==> src/rtl/gshare_update_queue.sv <==
`default_nettype none
// ============================================================================
// Module      : gshare_update_queue
// Description : Ordered update queue feeding a GShare predictor. Accepts up
//               to two resolved branches per cycle (port a older than port b)
//               and drains one per cycle into the predictor update port.
// Revision    : 1.0 - initial release
// ============================================================================
module gshare_update_queue #(
  parameter int PC_BITS = 32,
  parameter int DEPTH   = 8
) (
  input  logic                       clk,
  input  logic                       rst_n,
  input  logic                       valid_a,
  input  logic [PC_BITS-1:0]         pc_a,
  input  logic                       taken_a,
  input  logic                       valid_b,
  input  logic [PC_BITS-1:0]         pc_b,
  input  logic                       taken_b,
  output logic                       ready,
  input  logic                       hold,
  output logic                       Wr_En,
  output logic [PC_BITS-1:0]         Orig_PC,
  output logic                       is_Taken,
  output logic [$clog2(DEPTH):0]     count,
  output logic                       drop_err
);

  localparam int PTR_W = $clog2(DEPTH);
  localparam int CNT_W = PTR_W + 1;
  // Highest occupancy at which a full pair still fits.
  localparam logic [CNT_W-1:0] READY_MAX = CNT_W'(DEPTH - 2);

  logic [PC_BITS-1:0] pc_mem_q    [DEPTH];
  logic               taken_mem_q [DEPTH];

  logic [PTR_W-1:0] head_q, head_d;
  logic [PTR_W-1:0] tail_q, tail_d;
  logic [CNT_W-1:0] count_q, count_d;
  logic             drop_err_q, drop_err_d;

  logic               not_empty;
  logic               deq;
  logic               acc_a, acc_b;
  logic [1:0]         n_enq;
  logic               wr0_en, wr1_en;
  logic [PC_BITS-1:0] wr0_pc;
  logic               wr0_taken;
  logic [PTR_W-1:0]   tail_p1;

  assign not_empty = (count_q != '0);
  assign ready     = (count_q <= READY_MAX);
  assign deq       = not_empty && !hold;
  assign tail_p1   = tail_q + PTR_W'(1);

  assign Wr_En    = deq;
  assign Orig_PC  = not_empty ? pc_mem_q[head_q]    : '0;
  assign is_Taken = not_empty ? taken_mem_q[head_q] : 1'b0;
  assign count    = count_q;
  assign drop_err = drop_err_q;

  // Next-state for pointers, occupancy and the sticky drop flag.
  always_comb begin
    acc_a      = ready && valid_a;
    acc_b      = ready && valid_b;
    n_enq      = {1'b0, acc_a} + {1'b0, acc_b};
    // A lone b takes the tail slot; a pair puts a at tail and b behind it.
    wr0_en     = acc_a || acc_b;
    wr0_pc     = acc_a ? pc_a : pc_b;
    wr0_taken  = acc_a ? taken_a : taken_b;
    wr1_en     = acc_a && acc_b;
    tail_d     = tail_q + PTR_W'(n_enq);
    head_d     = deq ? head_q + PTR_W'(1) : head_q;
    count_d    = count_q + CNT_W'(n_enq) - CNT_W'(deq);
    drop_err_d = drop_err_q || (!ready && (valid_a || valid_b));
  end

  // Control state registers with synchronous active-low reset.
  always_ff @(posedge clk) begin
    if (!rst_n) begin
      head_q     <= '0;
      tail_q     <= '0;
      count_q    <= '0;
      drop_err_q <= 1'b0;
    end else begin
      head_q     <= head_d;
      tail_q     <= tail_d;
      count_q    <= count_d;
      drop_err_q <= drop_err_d;
    end
  end

  // Entry storage; contents need no reset since occupancy gates visibility.
  always_ff @(posedge clk) begin
    if (rst_n && wr0_en) begin
      pc_mem_q[tail_q]    <= wr0_pc;
      taken_mem_q[tail_q] <= wr0_taken;
    end
    if (rst_n && wr1_en) begin
      pc_mem_q[tail_p1]    <= pc_b;
      taken_mem_q[tail_p1] <= taken_b;
    end
  end

endmodule
`default_nettype wire

==> config.mk <==
export PLATFORM = sky130hd
export DESIGN_NAME = gshare_update_queue
export DESIGN_NICKNAME = d
export VERILOG_FILES = /design/src/rtl/gshare_update_queue.sv
export SDC_FILE = /design/constraint.sdc
export NUM_CORES = 1
export LEC_CHECK = 0
export BUFFER_PORTS_ARGS = -buffer_cell sky130_fd_sc_hd__buf_2
export CORE_MARGIN = 10
export CORE_UTILIZATION = 55
export CTS_CLUSTER_SIZE = 24
export DETAILED_ROUTE_END_ITERATION = 8
export GPL_TIMING_DRIVEN = 0
export PLACE_DENSITY = 0.87
export SKIP_CTS_REPAIR_TIMING = 1
export SLEW_MARGIN = 20
export SYNTH_ARGS = -nofsm -noshare
export SYNTH_HDL_FRONTEND = slang
export SYNTH_SLANG_ARGS = --single-unit
==> constraint.sdc <==
create_clock -name clk -period 4.9 [get_ports clk]
set_input_delay 0.49 -clock clk [delete_from_list [all_inputs] [get_ports clk]]
set_output_delay 0.49 -clock clk [all_outputs]
set_load 0.05 [all_outputs]
==> results of run 1 <==
[flip-flops by register name, indices dropped and copies added, names as in the netlist, named ones only]
| name | flops |
|---|---|
| head_q | 3 |
| pc_mem_q | 256 |
| tail_q | 3 |
| drop_err | 1 |
| taken_mem_q | 8 |
| count | 4 |
[layer usage]
layer | GRT usage | vias to the layer above
met5 | 0 | -
met4 | 0.0619 | 8
met3 | 0.0416 | 64
met2 | 0.360 | 336
met1 | 0.252 | 4169
li1 | - | 3516
[final timing paths]
check	startpoint	to	slack, ps	cells after the start
setup / recovery	flip-flop	Orig_PC[13]	1380	5
hold / removal	rst_n	count[1]	290	2
setup reg to reg	count[3]	pc_mem_q[6][20]	1430	11
hold reg to reg	drop_err	drop_err	460	1
[worst max-delay path, cell delays in order, from the launching register on]
cell and delay, ps:
dfxtp_1 450, clkbuf_1 490, clkbuf_1 660, mux4_2 430
a22o_1 240, buf_2 220
[layout make-up]
cell class / count / area, µm² / area share
antenna: 1 / 2.50 / 0.000152
buffer: 47 / 293 / 0.0178
clock buffer: 39 / 773 / 0.0471
clock inverter: 15 / 124 / 0.00754
inverter: 12 / 45.0 / 0.00274
multi-input combinational: 445 / 5630 / 0.343
sequential: 278 / 8210 / 0.500
tap: 330 / 413 / 0.0251
timing repair buffer: 128 / 927 / 0.0565
[kinds of logic after synthesis]
kind of cell,share of synthesized area
mux,0.325
flops,0.583
buf+inv,0.0239
compound gates,0.0303
simple gates,0.0185
fa+ha+maj,0.0135
xor+xnor,0.00543
[placed cells by master (no fill, tap or decap), drive strengths merged, types with 7 or more instances in the layout]
cell | synthesis | routed
and2 | 10 | 10
nor2 | 9 | 9
clkbuf | 14 | 54
ha | 12 | 12
mux2 | 264 | 264
clkinv | 0 | 12
a22o | 33 | 33
nand2 | 7 | 7
edfxtp | 264 | 264
buf | 33 | 160
dfxtp | 14 | 14
mux4 | 66 | 66
inv | 12 | 13
[power groups by stage]
stage          Combinational, mW  Clock (mW)  Sequential (mW)
2_1_floorplan               2.62           0             3.17
3_3_place_gp                3.47           0             3.16
3_5_place_dp                3.66           0             3.14
4_1_cts                     3.69        2.11             3.09
5_1_grt                     3.87        2.20             3.11
6_report                    3.67        2.10             3.09
==> key figures, run 1 <==
Global routing
  – Total Routing Usage GR: 0.206
  – Initial antenna violation count: 5
  – Total grt overflow: 0
  – Global-route wire length before repair: 52100 µm
  – Vias in the first global route: 8735
  – Pin count of the biggest net entering global routing: 19

Power
  – Share of power burned in registers: 0.349
  – Internal Power: 5.66 mW
  – Power, Total: 8.86 mW
  – Clock power share: 0.238
  – P_sw: 3.20 mW
  – Comb pwr share: 0.414
  – Peak supply drop: 0.389 mV
  – Sw Ratio: 0.361
  – Leak Pwr: 5.77 nW
  – PD cells: 540 nW/µm²

Placement
  – Placer Congestion: 0.798
  – I/O Buffers: 110
  – DP Cell Count: 1240
  – DP HPWL: 22400 µm
  – Post-place instance area: 15500 µm²
  – DP Worst Slack: 1430 ps

STA
  – Final min period: 3520 ps
  – Setup tns final: 0 ps
  – Final Worst Setup Slack: 1380 ps
  – Max Clk Rate: 284 MHz
  – Final Hold Vio Count: 0
  – # setup viols final: 0
  – RSZ-0062 raised after global routing: no
  – Hold slack final: 291 ps
  – Tcrit/Tclk final: 0.718
  – Slew headroom: 0.332
  – Final Max Slew Viols: 0
  – Least-Margin Pin Slew: 1000 ps
  – Setup Skew: 21.5 ps

Floorplanning
  – Die W: 180 µm
  – Die height: 180 µm
  – Io pins: 111
  – Die Footprint: 32400 µm²
  – Starting Density: 0.559
  – Core area: 25200 µm²
  – Row cnt: 58

Critical path
  – WS Path Type: reg -> out
  – Worst path required time: 4410 ps
  – Startpoint Class: flip-flop
  – Crit end category: output port
  – CP Max Fanout: 10
  – Worst path arrival time: 3030 ps

Clock tree
  – Deepest clock path buffer count: 3
  – Reg clk slew, reported paths: 60 ps
  – TritonCTS clock tree: yes
  – Root Buffer: clkbuf_16
  – CTS H-Tree Depth: 1
  – CTS Buf Count: 29
  – Worst skew pair latency: 550 ps
  – Clk sinks: 278

Run
  – Max-Cap Viols: 0

Logic synthesis
  – Mapped Area: 14100 µm²
  – Mean Syn Cell Area: 18.0 µm²
  – Synth cell count leaders: edfxtp_1, mux2_2, mux4_2
  – Mapped Nets: 867
  – Yosys top cell by area: edfxtp_1
  – Async SR Flop Fraction: 0
  – YS warnings: 0
  – Synthesized netlist cell count: 782
  – Most common cell in the netlist: edfxtp_1
  – Synth top area cells: edfxtp_1, mux2_2, mux4_2, mux2_4, a22o_1
  – Sequential share of the synthesized area: 0.583
  – Top_reg_cell synth: edfxtp_1
  – Yosys cell types: 44
  – Number of enable flip-flop cells after synthesis: 264
  – Share of the synthesized area in the top cell type: 0.563
  – Synthesized flop and latch total: 278

Layout
  – Cell area after layout: 16400 µm²
  – Area Growth Syn to Fin: 16.7%
  – Final Util: 0.652
  – Filler instances: 1677
  – Non-filler cells, final: 1295
  – Share of post-route cells with drive strength above 1: 0.557
  – Layout Nets: 1026

Route
  – Final ANT Viol Nets: 0
  – Vias per cell: 6.25
  – Average routed wire per standard cell: 26.7 µm
  – Met1 WL: 13500 µm
  – Highest metal used: met5
  – Final wirelength: 34500 µm
  – Met3 Wirelength: 2380 µm
  – Vias after detailed routing: 8093
  – Met2 WL post-DR: 17800 µm
  – Drt drc: 0
  – DRT Pass-1 Iters: 5
  – Iter 0 DRT Violations: 740

Status
  – Outcome: finished, final reports clean

Hold path
  – Hold Crit Class: in -> reg
(Power assumes the default switching activity.)
==> run 2, diff against run 1 <==
Clock period 4.9 ns to 3.1 ns, I/O delays scaled along.
==> run 2 against run 1 <==
Power up 61%. Die area unchanged. Sequential share of layout area down 0.71 points. Combinational power up 62%. Non-clock buffer count up 7. Clock power up 61%. Final area up 1.6%. Clock skew down 3.7 ps.
==> key figures, run 2 (synthesis gave the netlist of run 1 again) <==
Power
  – Clock power share: 0.238 (about the same)
  – Power, Total: 14.2 mW (was 8.86 mW)
  – Comb pwr share: 0.417 (was 0.414)
  – PD cells: 854 nW/µm² (was 540 nW/µm²)
  – Leak Pwr: 5.89 nW (was 5.77 nW)
  – Internal Power: 9.11 mW (was 5.66 mW)
  – Peak supply drop: 0.722 mV (was 0.389 mV)
  – Sw Ratio: 0.360 (was 0.361)
  – Share of power burned in registers: 0.345 (was 0.349)
  – P_sw: 5.13 mW (was 3.20 mW)

Route
  – Final wirelength: 34700 µm (was 34500 µm)
  – DRT Pass-1 Iters: 5 (unchanged)
  – Final ANT Viol Nets: 0 (unchanged)
  – Average routed wire per standard cell: 26.6 µm (was 26.7 µm)
  – Vias after detailed routing: 8034 (was 8093)
  – Iter 0 DRT Violations: 784 (was 740)
  – Drt drc: 0 (unchanged)
  – Vias per cell: 6.16 (was 6.25)

Floorplanning
  – Row cnt: 58 (unchanged)
  – Io pins: 111 (unchanged)
  – Die W: 180 µm (unchanged)
  – Die Footprint: 32400 µm² (unchanged)
  – Starting Density: 0.559 (unchanged)
  – Core area: 25200 µm² (unchanged)
  – Die height: 180 µm (unchanged)

Critical path
  – Cell family with most CP delay: compound AO/OA/AOI/OAI gates (was buffers and inverters)
  – Cells on worst reg2reg path: 10 (was 11)
  – WS Path Type: reg -> reg (was reg -> out)
  – Worst path max stage delay: 700 ps (was 660 ps)
  – Critical path depth: 10 (was 5)
  – Startpoint Class: flip-flop (unchanged)
  – Worst path arrival time: 3260 ps (was 3030 ps)
  – Worst path required time: 3350 ps (was 4410 ps)
  – CP cell instances: inv_4, ha_4, and2_4, o21a_4, nand2_2, ha_2, nand3b_1, o31ai_4, buf_6, buf_8 (was clkbuf_1, clkbuf_1, mux4_2, a22o_1, buf_2)
  – Worst Path Buf+Inv: 3 (unchanged)
  – CP Max Fanout: 9 (was 10)
  – Crit end category: flip-flop (was output port)
  – Reg-to-reg slack, setup: 90 ps (was 1430 ps)
  – Critical Path Slowest Stage Cell: o31ai_4 (was clkbuf_1)

Layout
  – Largest Register: pc_mem_q (unchanged)
  – Sequential Area: 8220 µm² (was 8210 µm²)
  – Max FFs per register: 256 (unchanged)
  – Non-filler cells, final: 1305 (was 1295)
  – Layout Nets: 1033 (was 1026)
  – Area Growth Syn to Fin: 18.5% (was 16.7%)
  – Most frequent cells in the layout: edfxtp_1, mux2_2, buf_2 (unchanged)
  – Share of post-route cells with drive strength above 1: 0.598 (was 0.557)
  – Commonest non-fill, non-tap cell in the layout: edfxtp_1 (unchanged)
  – Filler instances: 1662 (was 1677)
  – Footprint of the multi-input gates: 5740 µm² (was 5630 µm²)
  – Final Util: 0.662 (was 0.652)

Global routing
  – Global-route wire length before repair: 52200 µm (was 52100 µm)
  – Total grt overflow: 0 (unchanged)
  – Vias in the first global route: 8782 (was 8735)
  – Pin count of the biggest net entering global routing: 16 (was 19)
  – Initial antenna violation count: 10 (was 5)
  – Total Routing Usage GR: 0.206 (about the same)

Placement
  – Placer Congestion: 0.771 (was 0.798)
  – I/O Buffers: 110 (unchanged)
  – DP Worst Slack: -208 ps (was 1430 ps)
  – DP Cell Count: 1240 (unchanged)
  – DP HPWL: 22700 µm (was 22400 µm)

STA
  – Final Hold Vio Count: 0 (unchanged)
  – # setup viols final: 0 (unchanged)
  – Hold slack final: 95.5 ps (was 291 ps)
  – Final Worst Setup Slack: 88.5 ps (was 1380 ps)
  – Slew headroom: 0.413 (was 0.332)
  – Max Clk Rate: 332 MHz
  – Tcrit/Tclk final: 0.971
  – Final Max Slew Viols: 0 (unchanged)
  – Setup Skew: 17.8 ps (was 21.5 ps)
  – Final min period: 3010 ps
  – Least-Margin Pin Slew: 880 ps (was 1000 ps)

Clock tree
  – Worst skew pair latency: 550 ps (about the same)
  – Reg clk slew, reported paths: 60 ps (about the same)
  – CTS Buf Count: 29 (unchanged)
  – Clk sinks: 278 (unchanged)
  – Deepest clock path buffer count: 3 (unchanged)
  – CTS H-Tree Depth: 1 (unchanged)
  – TritonCTS clock tree: yes (unchanged)
  – Root Buffer: clkbuf_16 (unchanged)

Hold path
  – Hold Crit Class: in -> reg (unchanged)
  – Hold depth: 2 (unchanged)

Status
  – Outcome: finished, final reports clean (unchanged)

Run
  – Max-Cap Viols: 0 (unchanged)
## run 2: cell types whose count changed in the layout (fill, tap and decap cells not counted), moves of 4 or more
cell      delta
buf_2       -16
buf_4        +8
buf_6        -4
buf_8        +6
clkbuf_1    -18
clkbuf_2    +10
clkbuf_4    +17
clkinv_2     +6
diode_2      +4
## run 2: worst paths after layout
path                 start              end
setup / recovery  count[3]  pc_mem_q[1][19]
hold / removal       rst_n         count[1]
setup reg to reg  count[3]  pc_mem_q[1][19]
hold reg to reg   drop_err         drop_err
## run 2: per-stage QoR
step	setup TNS [ps]	area [µm²]
after floorplan	0	14200
after global placement	-107030	15200
after detailed placement	-20950	15600
after CTS	-31620	16500
after global routing	-282	16700
final	0	16700
## run 2: layer usage
layer  global-route usage  share of wire
met2                0.355           0.52
met4               0.0711          0.026
met1                0.255           0.40
met5                    0         0.0016
met3               0.0378          0.054
## run 2: cell type report
| type | instances | area share |
|---|---|---|
| sequential | 278 | 0.493 |
| clock buffer | 33 | 0.0463 |
| antenna | 5 | 0.000750 |
| tap | 330 | 0.0248 |
| multi-input combinational | 445 | 0.344 |
| inverter | 12 | 0.00285 |
| timing repair buffer | 135 | 0.0582 |
| buffer | 47 | 0.0212 |
| clock inverter | 20 | 0.00908 |
## run 2: power groups by stage
stage	sequential (mW)	clock, mW	combinational [mW]
finish	4.91	3.39	5.94
global placement	4.97	0	5.55
global route	4.94	3.56	6.27
detailed placement	4.98	0	5.84
CTS	4.90	3.40	5.87
floorplan	5.01	0	4.21
